==> config.mk <==
export PLATFORM = sky130hd
export DESIGN_NAME = ysyx_22041412_axi_rr_arbiter
export DESIGN_NICKNAME = d
export VERILOG_FILES = /design/src/rtl/ysyx_22041412_axi_pkg.sv /design/src/rtl/ysyx_22041412_rr_picker.sv /design/src/rtl/ysyx_22041412_axi_rr_arbiter.sv
export SDC_FILE = /design/constraint.sdc
export NUM_CORES = 1
export LEC_CHECK = 0
export ABC_CLOCK_PERIOD_IN_PS = 4600
export BUFFER_PORTS_ARGS = -buffer_cell sky130_fd_sc_hd__buf_2
export CAP_MARGIN = 10
export CORE_AREA = 2 2 228 230
export CTS_CLUSTER_SIZE = 40
export DETAILED_ROUTE_END_ITERATION = 16
export DIE_AREA = 0 0 230 232
export SLEW_MARGIN = 25
export SYNTH_ARGS = -nofsm -noshare
export SYNTH_HDL_FRONTEND = slang
export SYNTH_SLANG_ARGS = --single-unit
==> constraint.sdc <==
create_clock -name clk -period 4.6 [get_ports clk]
set_input_delay 0.69 -clock clk [delete_from_list [all_inputs] [get_ports clk]]
set_output_delay 0.69 -clock clk [all_outputs]
set_load 0.02 [all_outputs]
==> src/rtl/ysyx_22041412_axi_pkg.sv <==
// Shared types and constants for the AXI request arbiter.
// Grant-index width helper keeps a 1-bit index even for a single master.
package ysyx_22041412_axi_pkg;

  localparam int unsigned SIZE_W = 8;
  localparam int unsigned LEN_W  = 8;

  typedef enum logic [1:0] {
    ST_IDLE = 2'd0,
    ST_BUSY = 2'd1,
    ST_RESP = 2'd2
  } arb_state_e;

  function automatic int unsigned grant_idx_w(input int unsigned n);
    return (n <= 1) ? 1 : $clog2(n);
  endfunction

endpackage

==> src/rtl/ysyx_22041412_rr_picker.sv <==
// Combinational rotating picker: among the asserted requests, grants the one
// closest to i_start going upward with wrap-around. Returns one-hot and index.
module ysyx_22041412_rr_picker
  import ysyx_22041412_axi_pkg::*;
#(
  parameter int unsigned NUM_REQ = 2,
  parameter int unsigned IDX_W   = grant_idx_w(NUM_REQ)
) (
  input  logic [NUM_REQ-1:0] i_req,
  input  logic [IDX_W-1:0]   i_start,
  output logic [NUM_REQ-1:0] o_grant,
  output logic [IDX_W-1:0]   o_idx
);

  int unsigned w_best;
  int unsigned w_dist;
  logic        w_found;

  // Pick the requester at the smallest rotational distance from the start.
  always_comb begin
    w_best  = NUM_REQ;
    w_dist  = 0;
    w_found = 1'b0;
    o_idx   = '0;
    for (int unsigned j = 0; j < NUM_REQ; j++) begin
      w_dist = (j + NUM_REQ - 32'(i_start)) % NUM_REQ;
      if (i_req[j] && (w_dist < w_best)) begin
        w_best  = w_dist;
        o_idx   = IDX_W'(j);
        w_found = 1'b1;
      end
    end
  end

  // Expand the chosen index to a one-hot grant vector.
  always_comb begin
    o_grant = '0;
    for (int unsigned j = 0; j < NUM_REQ; j++) begin
      o_grant[j] = w_found && (o_idx == IDX_W'(j));
    end
  end

endmodule

==> src/rtl/ysyx_22041412_axi_rr_arbiter.sv <==
// N-master arbiter in front of the single AXI read/write bridge.
// One whole transaction at a time: the winner's request is latched, presented
// to the bridge, and completion (plus read data) is returned to that master.
// Selection: ARB_RR_EN defined -> round-robin (search from last grant + 1);
//            undefined        -> fixed priority, highest index wins.
module ysyx_22041412_axi_rr_arbiter
  import ysyx_22041412_axi_pkg::*;
#(
  parameter int unsigned NUM_MASTERS    = 2,
  parameter int unsigned AXI_DATA_WIDTH = 64,
  parameter int unsigned AXI_ADDR_WIDTH = 32
) (
  input  logic                                clk,
  input  logic                                rst_n,
  // master side
  input  logic [NUM_MASTERS-1:0]                m_valid,
  input  logic [NUM_MASTERS-1:0]                m_wen,
  input  logic [NUM_MASTERS*AXI_ADDR_WIDTH-1:0] m_addr,
  input  logic [NUM_MASTERS*AXI_DATA_WIDTH-1:0] m_wdata,
  input  logic [NUM_MASTERS*SIZE_W-1:0]         m_size,
  input  logic [NUM_MASTERS*LEN_W-1:0]          m_len,
  output logic [NUM_MASTERS-1:0]                m_ready,
  output logic [NUM_MASTERS*AXI_DATA_WIDTH-1:0] m_rdata,
  // bridge side
  output logic                                r_valid,
  output logic                                w_valid,
  input  logic                                r_done,
  input  logic                                w_done,
  input  logic [AXI_DATA_WIDTH-1:0]           r_data,
  output logic [AXI_ADDR_WIDTH-1:0]           r_addr,
  output logic [AXI_ADDR_WIDTH-1:0]           w_addr,
  output logic [AXI_DATA_WIDTH-1:0]           w_data,
  output logic [SIZE_W-1:0]                   r_size,
  output logic [SIZE_W-1:0]                   w_size,
  output logic [LEN_W-1:0]                    r_len,
  output logic [LEN_W-1:0]                    w_len
);

  localparam int unsigned IDX_W = grant_idx_w(NUM_MASTERS);
  localparam int unsigned AW    = AXI_ADDR_WIDTH;
  localparam int unsigned DW    = AXI_DATA_WIDTH;

  arb_state_e r_state;
  arb_state_e w_state_nxt;

  logic [IDX_W-1:0]  r_gnt_idx;
  logic              r_lat_wen;
  logic [AW-1:0]     r_lat_addr;
  logic [DW-1:0]     r_lat_wdata;
  logic [SIZE_W-1:0] r_lat_size;
  logic [LEN_W-1:0]  r_lat_len;
  logic [NUM_MASTERS*DW-1:0] r_rdata;

  logic [IDX_W-1:0]  w_win_idx;
  logic              w_any_req;
  logic              w_grant;
  logic              w_done_match;
  logic              w_rd_cmpl;

  logic              w_sel_wen;
  logic [AW-1:0]     w_sel_addr;
  logic [DW-1:0]     w_sel_wdata;
  logic [SIZE_W-1:0] w_sel_size;
  logic [LEN_W-1:0]  w_sel_len;

  // ---------------------------------------------------------------------------
  // Winner selection
  // ---------------------------------------------------------------------------
`ifdef ARB_RR_EN
  logic [IDX_W-1:0]       r_rr_last;
  logic [IDX_W-1:0]       w_rr_start;
  logic [NUM_MASTERS-1:0] w_pick_onehot;

  // Search begins one past the most recent grant, wrapping at NUM_MASTERS.
  always_comb begin
    if (32'(r_rr_last) >= NUM_MASTERS - 1) begin
      w_rr_start = '0;
    end else begin
      w_rr_start = r_rr_last + IDX_W'(1);
    end
  end

  ysyx_22041412_rr_picker #(
    .NUM_REQ (NUM_MASTERS),
    .IDX_W   (IDX_W)
  ) u_picker (
    .i_req   (m_valid),
    .i_start (w_rr_start),
    .o_grant (w_pick_onehot),
    .o_idx   (w_win_idx)
  );

  assign w_any_req = |w_pick_onehot;

  // Remember the last granted master; reset value 0 makes master 1 go first.
  always_ff @(posedge clk or negedge rst_n) begin
    if (!rst_n) begin
      r_rr_last <= '0;
    end else if (w_grant) begin
      r_rr_last <= w_win_idx;
    end
  end
`else
  // Fixed priority: later (higher) indices overwrite earlier ones.
  always_comb begin
    w_win_idx = '0;
    for (int unsigned j = 0; j < NUM_MASTERS; j++) begin
      if (m_valid[j]) begin
        w_win_idx = IDX_W'(j);
      end
    end
  end

  assign w_any_req = |m_valid;
`endif

  assign w_grant = (r_state == ST_IDLE) && w_any_req;

  // Mux the winning master's request fields out of the packed input buses.
  always_comb begin
    w_sel_wen   = 1'b0;
    w_sel_addr  = '0;
    w_sel_wdata = '0;
    w_sel_size  = '0;
    w_sel_len   = '0;
    for (int unsigned j = 0; j < NUM_MASTERS; j++) begin
      if (IDX_W'(j) == w_win_idx) begin
        w_sel_wen   = m_wen[j];
        w_sel_addr  = m_addr[j*AW +: AW];
        w_sel_wdata = m_wdata[j*DW +: DW];
        w_sel_size  = m_size[j*SIZE_W +: SIZE_W];
        w_sel_len   = m_len[j*LEN_W +: LEN_W];
      end
    end
  end

  // ---------------------------------------------------------------------------
  // Transaction FSM
  // ---------------------------------------------------------------------------
  assign w_done_match = r_lat_wen ? w_done : r_done;
  assign w_rd_cmpl    = (r_state == ST_BUSY) && !r_lat_wen && r_done;

  // State register; reset aborts any in-flight transaction.
  always_ff @(posedge clk or negedge rst_n) begin
    if (!rst_n) begin
      r_state <= ST_IDLE;
    end else begin
      r_state <= w_state_nxt;
    end
  end

  // Next state: grant in IDLE, wait for the matching done, one RESP cycle.
  always_comb begin
    w_state_nxt = r_state;
    unique case (r_state)
      ST_IDLE: if (w_any_req) w_state_nxt = ST_BUSY;
      ST_BUSY: if (w_done_match) w_state_nxt = ST_RESP;
      ST_RESP: w_state_nxt = ST_IDLE;
      default: w_state_nxt = ST_IDLE;
    endcase
  end

  // Outputs: direction-qualified valid in BUSY, one-hot ready in RESP.
  always_comb begin
    r_valid = (r_state == ST_BUSY) && !r_lat_wen;
    w_valid = (r_state == ST_BUSY) &&  r_lat_wen;
    m_ready = '0;
    for (int unsigned j = 0; j < NUM_MASTERS; j++) begin
      m_ready[j] = (r_state == ST_RESP) && (r_gnt_idx == IDX_W'(j));
    end
  end

  // ---------------------------------------------------------------------------
  // Request latch and per-master read data
  // ---------------------------------------------------------------------------

  // Capture the winner's request at grant; held untouched until the next grant.
  always_ff @(posedge clk or negedge rst_n) begin
    if (!rst_n) begin
      r_gnt_idx   <= '0;
      r_lat_wen   <= 1'b0;
      r_lat_addr  <= '0;
      r_lat_wdata <= '0;
      r_lat_size  <= '0;
      r_lat_len   <= '0;
    end else if (w_grant) begin
      r_gnt_idx   <= w_win_idx;
      r_lat_wen   <= w_sel_wen;
      r_lat_addr  <= w_sel_addr;
      r_lat_wdata <= w_sel_wdata;
      r_lat_size  <= w_sel_size;
      r_lat_len   <= w_sel_len;
    end
  end

  // Store bridge read data into the granted master's slice on read completion.
  always_ff @(posedge clk or negedge rst_n) begin
    if (!rst_n) begin
      r_rdata <= '0;
    end else if (w_rd_cmpl) begin
      for (int unsigned j = 0; j < NUM_MASTERS; j++) begin
        if (r_gnt_idx == IDX_W'(j)) begin
          r_rdata[j*DW +: DW] <= r_data;
        end
      end
    end
  end

  assign m_rdata = r_rdata;
  assign r_addr  = r_lat_addr;
  assign w_addr  = r_lat_addr;
  assign w_data  = r_lat_wdata;
  assign r_size  = r_lat_size;
  assign w_size  = r_lat_size;
  assign r_len   = r_lat_len;
  assign w_len   = r_lat_len;

endmodule

After elaboration in Yosys (flattened, before gate mapping)
Cells that the tools add are included.
{"block": "word_totals", "word_cells": 36, "in_bits": 296, "register_bits": 244, "out_inout_bits": 292}
{"block": "classes", "eq_ne": 4, "bitwise": 1, "muxes": 10, "n_reduce_logical": 12}
{"op": "$mux W64", "count": 1}
{"op": "$mux W32", "count": 1}
{"op": "$mux W8", "count": 2}
{"op": "$logic_and A1 B1 Y1", "count": 6}
{"op": "$reduce_and A2 Y1", "count": 3}
{"op": "$mux W2", "count": 2}
{"op": "$ne A2 B2 Y1 const B", "count": 2}
{"op": "$pmux W2 S2", "count": 1}
{"op": "$mux W1", "count": 3}
{"op": "$eq A2 B1 Y1 const B", "count": 1}
{"op": "$eq A2 B2 Y1 const B", "count": 1}
{"op": "$logic_not A2 Y1", "count": 1}
{"op": "$reduce_or A2 Y1", "count": 1}
{"op": "$logic_not A1 Y1", "count": 1}
{"op": "$not A1 Y1", "count": 1}

Logic depth before layout (Yosys ltp)
{"block": "logic_depth", "depth_word": 4, "ltp_mapped": 6, "depth_no_buf": 3}

Least setup slack after synthesis
No wires, ideal clock.
{"block": "synth_timing", "path_kind": "in2reg", "from": "input port m_valid[1]", "to": "register r_lat_wdata[23] (netlist: w_data[23])", "setup_time_ns": 0.125, "path_stages": 6, "slack_ns": 2.636, "n_path_buf": 3, "required_time_ns": 4.475, "arrival_time_ns": 1.839, "cell_sequence": "buf_2 nor2_1 nor3_2 buf_2 buf_4 mux2_2"}
{"block": "synth_via", "elab_chain_len": 2, "elab_cells_between_ends": 4, "cone_classes": "2 x mux; 2 x reduce/logical"}
{"item": "start: declaration", "line": "ysyx_22041412_axi_rr_arbiter.sv:16", "source": "input logic [NUM_MASTERS-1:0] m_valid,"}
{"item": "$mux W1 / $reduce_or A2 Y1 (equally long branches)", "line": "ysyx_22041412_axi_rr_arbiter.sv:108, ysyx_22041412_axi_rr_arbiter.sv:114"}
{"item": "$mux W64 / $logic_and A1 B1 Y1 (equally long branches)", "line": "ysyx_22041412_axi_rr_arbiter.sv:127, ysyx_22041412_axi_rr_arbiter.sv:117"}
{"item": "end signal: assignment", "line": "ysyx_22041412_axi_rr_arbiter.sv:190", "source": "r_lat_wdata <= w_sel_wdata;"}
{"item": "end: declaration", "line": "ysyx_22041412_axi_rr_arbiter.sv:49", "source": "logic [DW-1:0] r_lat_wdata;"}
Several ways; a longest one is shown, not always the timed one.
A chain may end at the register's enable or synchronous reset.

Final worst setup path
{"block": "layout_timing", "from": "register r_state[1]", "to": "output port m_ready[0]"}
{"block": "layout_via", "elab_chain_len": 2}
{"item": "start: declaration", "line": "ysyx_22041412_axi_rr_arbiter.sv:43", "source": "arb_state_e r_state;"}
{"item": "start signal: assignment", "line": "ysyx_22041412_axi_rr_arbiter.sv:148", "source": "r_state <= w_state_nxt;"}
{"item": "$eq A2 B2 Y1", "line": "ysyx_22041412_axi_rr_arbiter.sv:169", "source": "m_ready[j] = (r_state == ST_RESP) && (r_gnt_idx == IDX_W'(j));"}
{"item": "$logic_and A1 B1 Y1", "line": "ysyx_22041412_axi_rr_arbiter.sv:169"}
{"item": "end: declaration", "line": "ysyx_22041412_axi_rr_arbiter.sv:22", "source": "output logic [NUM_MASTERS-1:0] m_ready,"}
No other way between the ends.

==> metrics.md <==
| Metric | Value |
|---|---|
| Most frequent cells in the layout | `585 x buf_2, 280 x mux2_2, 244 x dfrtp_1, 74 x mux2_1, 29 x clkbuf_16` |
| Remaining DRCs | `0` |
| FF+latch count, synth | `244` |
| I/O pin cnt | `588` |
| Vias after detailed routing | `7,737` |
| H-tree Lvls | `1` |
| Post-Synthesis Cell Area | `10,800 um^2` |
| Clock sinks | `244` |
| Initial DRC count | `about 200` |
| Crit path required time | `3.91 ns` |
| Gpl congestion | `0.8053` |
| CTS tree | `done` |
| First-pass GRT wire length | `47,840 um` |
| RSZ-0062 raised after global routing | `no` |
| Syn Nets | `slightly below 1,000` |
| CP arrival | `1.68 ns` |
| Net Sw Frac | `40.48%` |
| Mapped Cells | `around 700` |
| Clk pin slew, worst setup/hold paths | `around 0.06 ns` |
| Endpoint type of the worst setup path | `output pin` |
| FMAX | `0.4218 GHz` |
| Synth warnings | `0` |
| Initial Util | `21.23%` |
| Die Span Y | `232 um` |
| Final slew viol count | `0` |
| Worst-Skew Late Latency | `approximately 0.55 ns` |
| Worst slew margin | `35.20%` |
| Grt ovf | `0` |
| Setup-failing EPs final | `0` |
| Max VDD drop | `0.3677 mV` |
| Internal power | `a little under 7 mW` |
| Crit path time final | `2.371 ns` |
| TritonRoute pass-1 iters | `4` |
| R2r setup slk | `2.29 ns` |
| Worst-path maximum fanout | `5` |
| Clk pwr share | `20.6%` |
| Aggregate global-route resource usage | `11.57%` |
| Share of cells above drive strength 1 | `roughly three quarters` |
| Switching pwr | `4.607 mW` |
| Clock Tree Root | `clkbuf_16` |
| Area growth syn-to-layout | `39.84%` |
| Fin. Hold Viols | `0` |
| Post-CTS resize count | `0` |
| Area of the core region | `50,890 um^2` |
| Post-route ant nets | `0` |
| Final nets | `1,532` |
| Postcts setup bufs | `0` |
| Leakage | `roughly 7.3 nW` |
| Post-synthesis sequential area ratio | `56.53%` |
| Dpl cells | `around 1,900` |
| Combinational Power Share | `45.5%` |
| Synthesized area per cell | `15.48 um^2` |
| Sequential share of power | `33.9%` |
| Largest net degree at the start of global routing | `around 120` |
| Power density cells | `roughly 750 nW/um^2` |
| Filler cell count | `5,185` |
| Total Wirelength | `about 33,000 um` |
| Clk buf depth | `3` |
| Max_cap viols | `0` |
| Hold Path Class | `in -> async` |
| Num rows | `83` |
| Die W | `around 230 um` |
| Number of hold buffers added after CTS | `0` |
| Setup crit start kind | `flop` |
| Cell variety after synth | `18` |
| Reg2reg start | `r_state[1]` |
| Fin Clk Skew | `0.009642 ns` |
| Detailed-route wire length per cell | `16.84 um` |
| Setup tns final | `0 ns` |
| Port Buffers | `slightly below 600` |
| Outcome | `finished, final reports clean` |
| Slew @ Worst Pin | `0.9719 ns` |
| Most common cell after layout, fill and taps aside | `buf_2` |
| Hpwl dp | `24,960 um` |
| Final non-filler cell total | `1,938` |
| Die area | `53,360 um^2` |
| Critical path class | `reg -> out` |
| Vias in the first global route | `8,124` |
| Worst Setup SP | `r_state[1]` |
| Fin crit share | `51.54%` |
| CTS buffer count | `28` |
| Vias/cell | `3.992` |
| Initial antenna violation count | `8` |
metrics by stage:
step	hold slack (ns)	power (mW)	utilization [%]	worst slack (ns)	instance area, um^2
3_5_place_dp	0.4693	9.173	27.71	2.188	14100
3_3_place_gp	0.4630	9.071	27.71	2.210	14100
4_1_cts	0.1393	11.60	29.62	2.104	15070
2_1_floorplan	0.3944	7.358	-	2.636	10800
6_report	0.1552	11.38	29.68	2.229	15100
5_1_grt	0.1835	12.03	29.68	2.129	15100
cell families after synthesis:
| logic type | share of synthesized area [%] |
|---|---|
| and+or+nand+nor | 0.7183 |
| muxes | 37.09 |
| buffers and inverters | 5.595 |
| AOI/OAI and AO/OA | 0.06953 |
| DFF | 56.53 |
final cells by class:
class                      instances  area (um^2)  area share [%]
sequential                       244         6106           40.42
inverter                           1        3.754         0.02485
tap                              680        850.8           5.633
clock buffer                      39        813.3           5.384
multi-input combinational        367         4106           27.19
timing repair buffer             594         3060           20.26
antenna                            2        5.005         0.03313
clock inverter                    11        158.9           1.052
registers in the layout, indices dropped and copies added (netlist names):
| name | flops |
|---|---|
| w_data | 64 |
| r_lat_wen | 1 |
| r_len | 8 |
| r_size | 8 |
| r_addr | 32 |
| r_state | 2 |
| m_rdata | 128 |
| r_gnt_idx | 1 |
routing by layer:
metal | routed length, um | global-route usage (%) | vias up
li1 | - | - | 3519
met1 | 12040 | 12.79 | 3797
met2 | 16060 | 20.01 | 342
met3 | 2956 | 3.708 | 73
met4 | 1547 | 5.746 | 6
met5 | 38 | 0 | -
worst paths after layout:
check / cells past startpoint / end
setup / recovery: 2 / m_ready[0]
hold / removal: 1 / m_rdata[0]
setup reg to reg: 4 / m_rdata[19]
hold reg to reg: 1 / m_rdata[25]
max in group asynchronous: 2 / m_rdata[74]
min in group clk: 2 / m_rdata[73]
worst max-delay path, cell delays in order (launching register included):
cell,delay (ns)
dfrtp_1,0.45
nor3b_1,0.43
buf_2,0.25
cell usage after synthesis:
master,number,area (um^2)
nor2b_1,1,6.260
mux2_2,280,3153
nand3_2,1,10.01
clkbuf_1,5,18.77
mux2i_1,2,20.02
nor2_1,2,7.510
buf_4,53,397.9
inv_1,1,3.750
mux2_1,74,833.3
nor3b_1,1,7.510
dfrtp_1,244,6106
buf_2,21,105.1
o21bai_1,1,7.510
nor3b_2,1,12.51
and3b_1,2,17.52
buf_6,7,78.83
nor3_2,1,10.01
nand2b_1,1,6.260
power groups by stage:
stage               Sequential [mW]  Clock [mW]  Combinational (mW)
detailed placement             3.89           0                5.28
finish                         3.86        2.34                5.18
global placement               3.84           0                5.23
global route                   4.01        2.51                5.51
floorplan                      5.16           0                2.20
CTS                            3.88        2.43                5.29
Power figures use the tool's default switching activity.
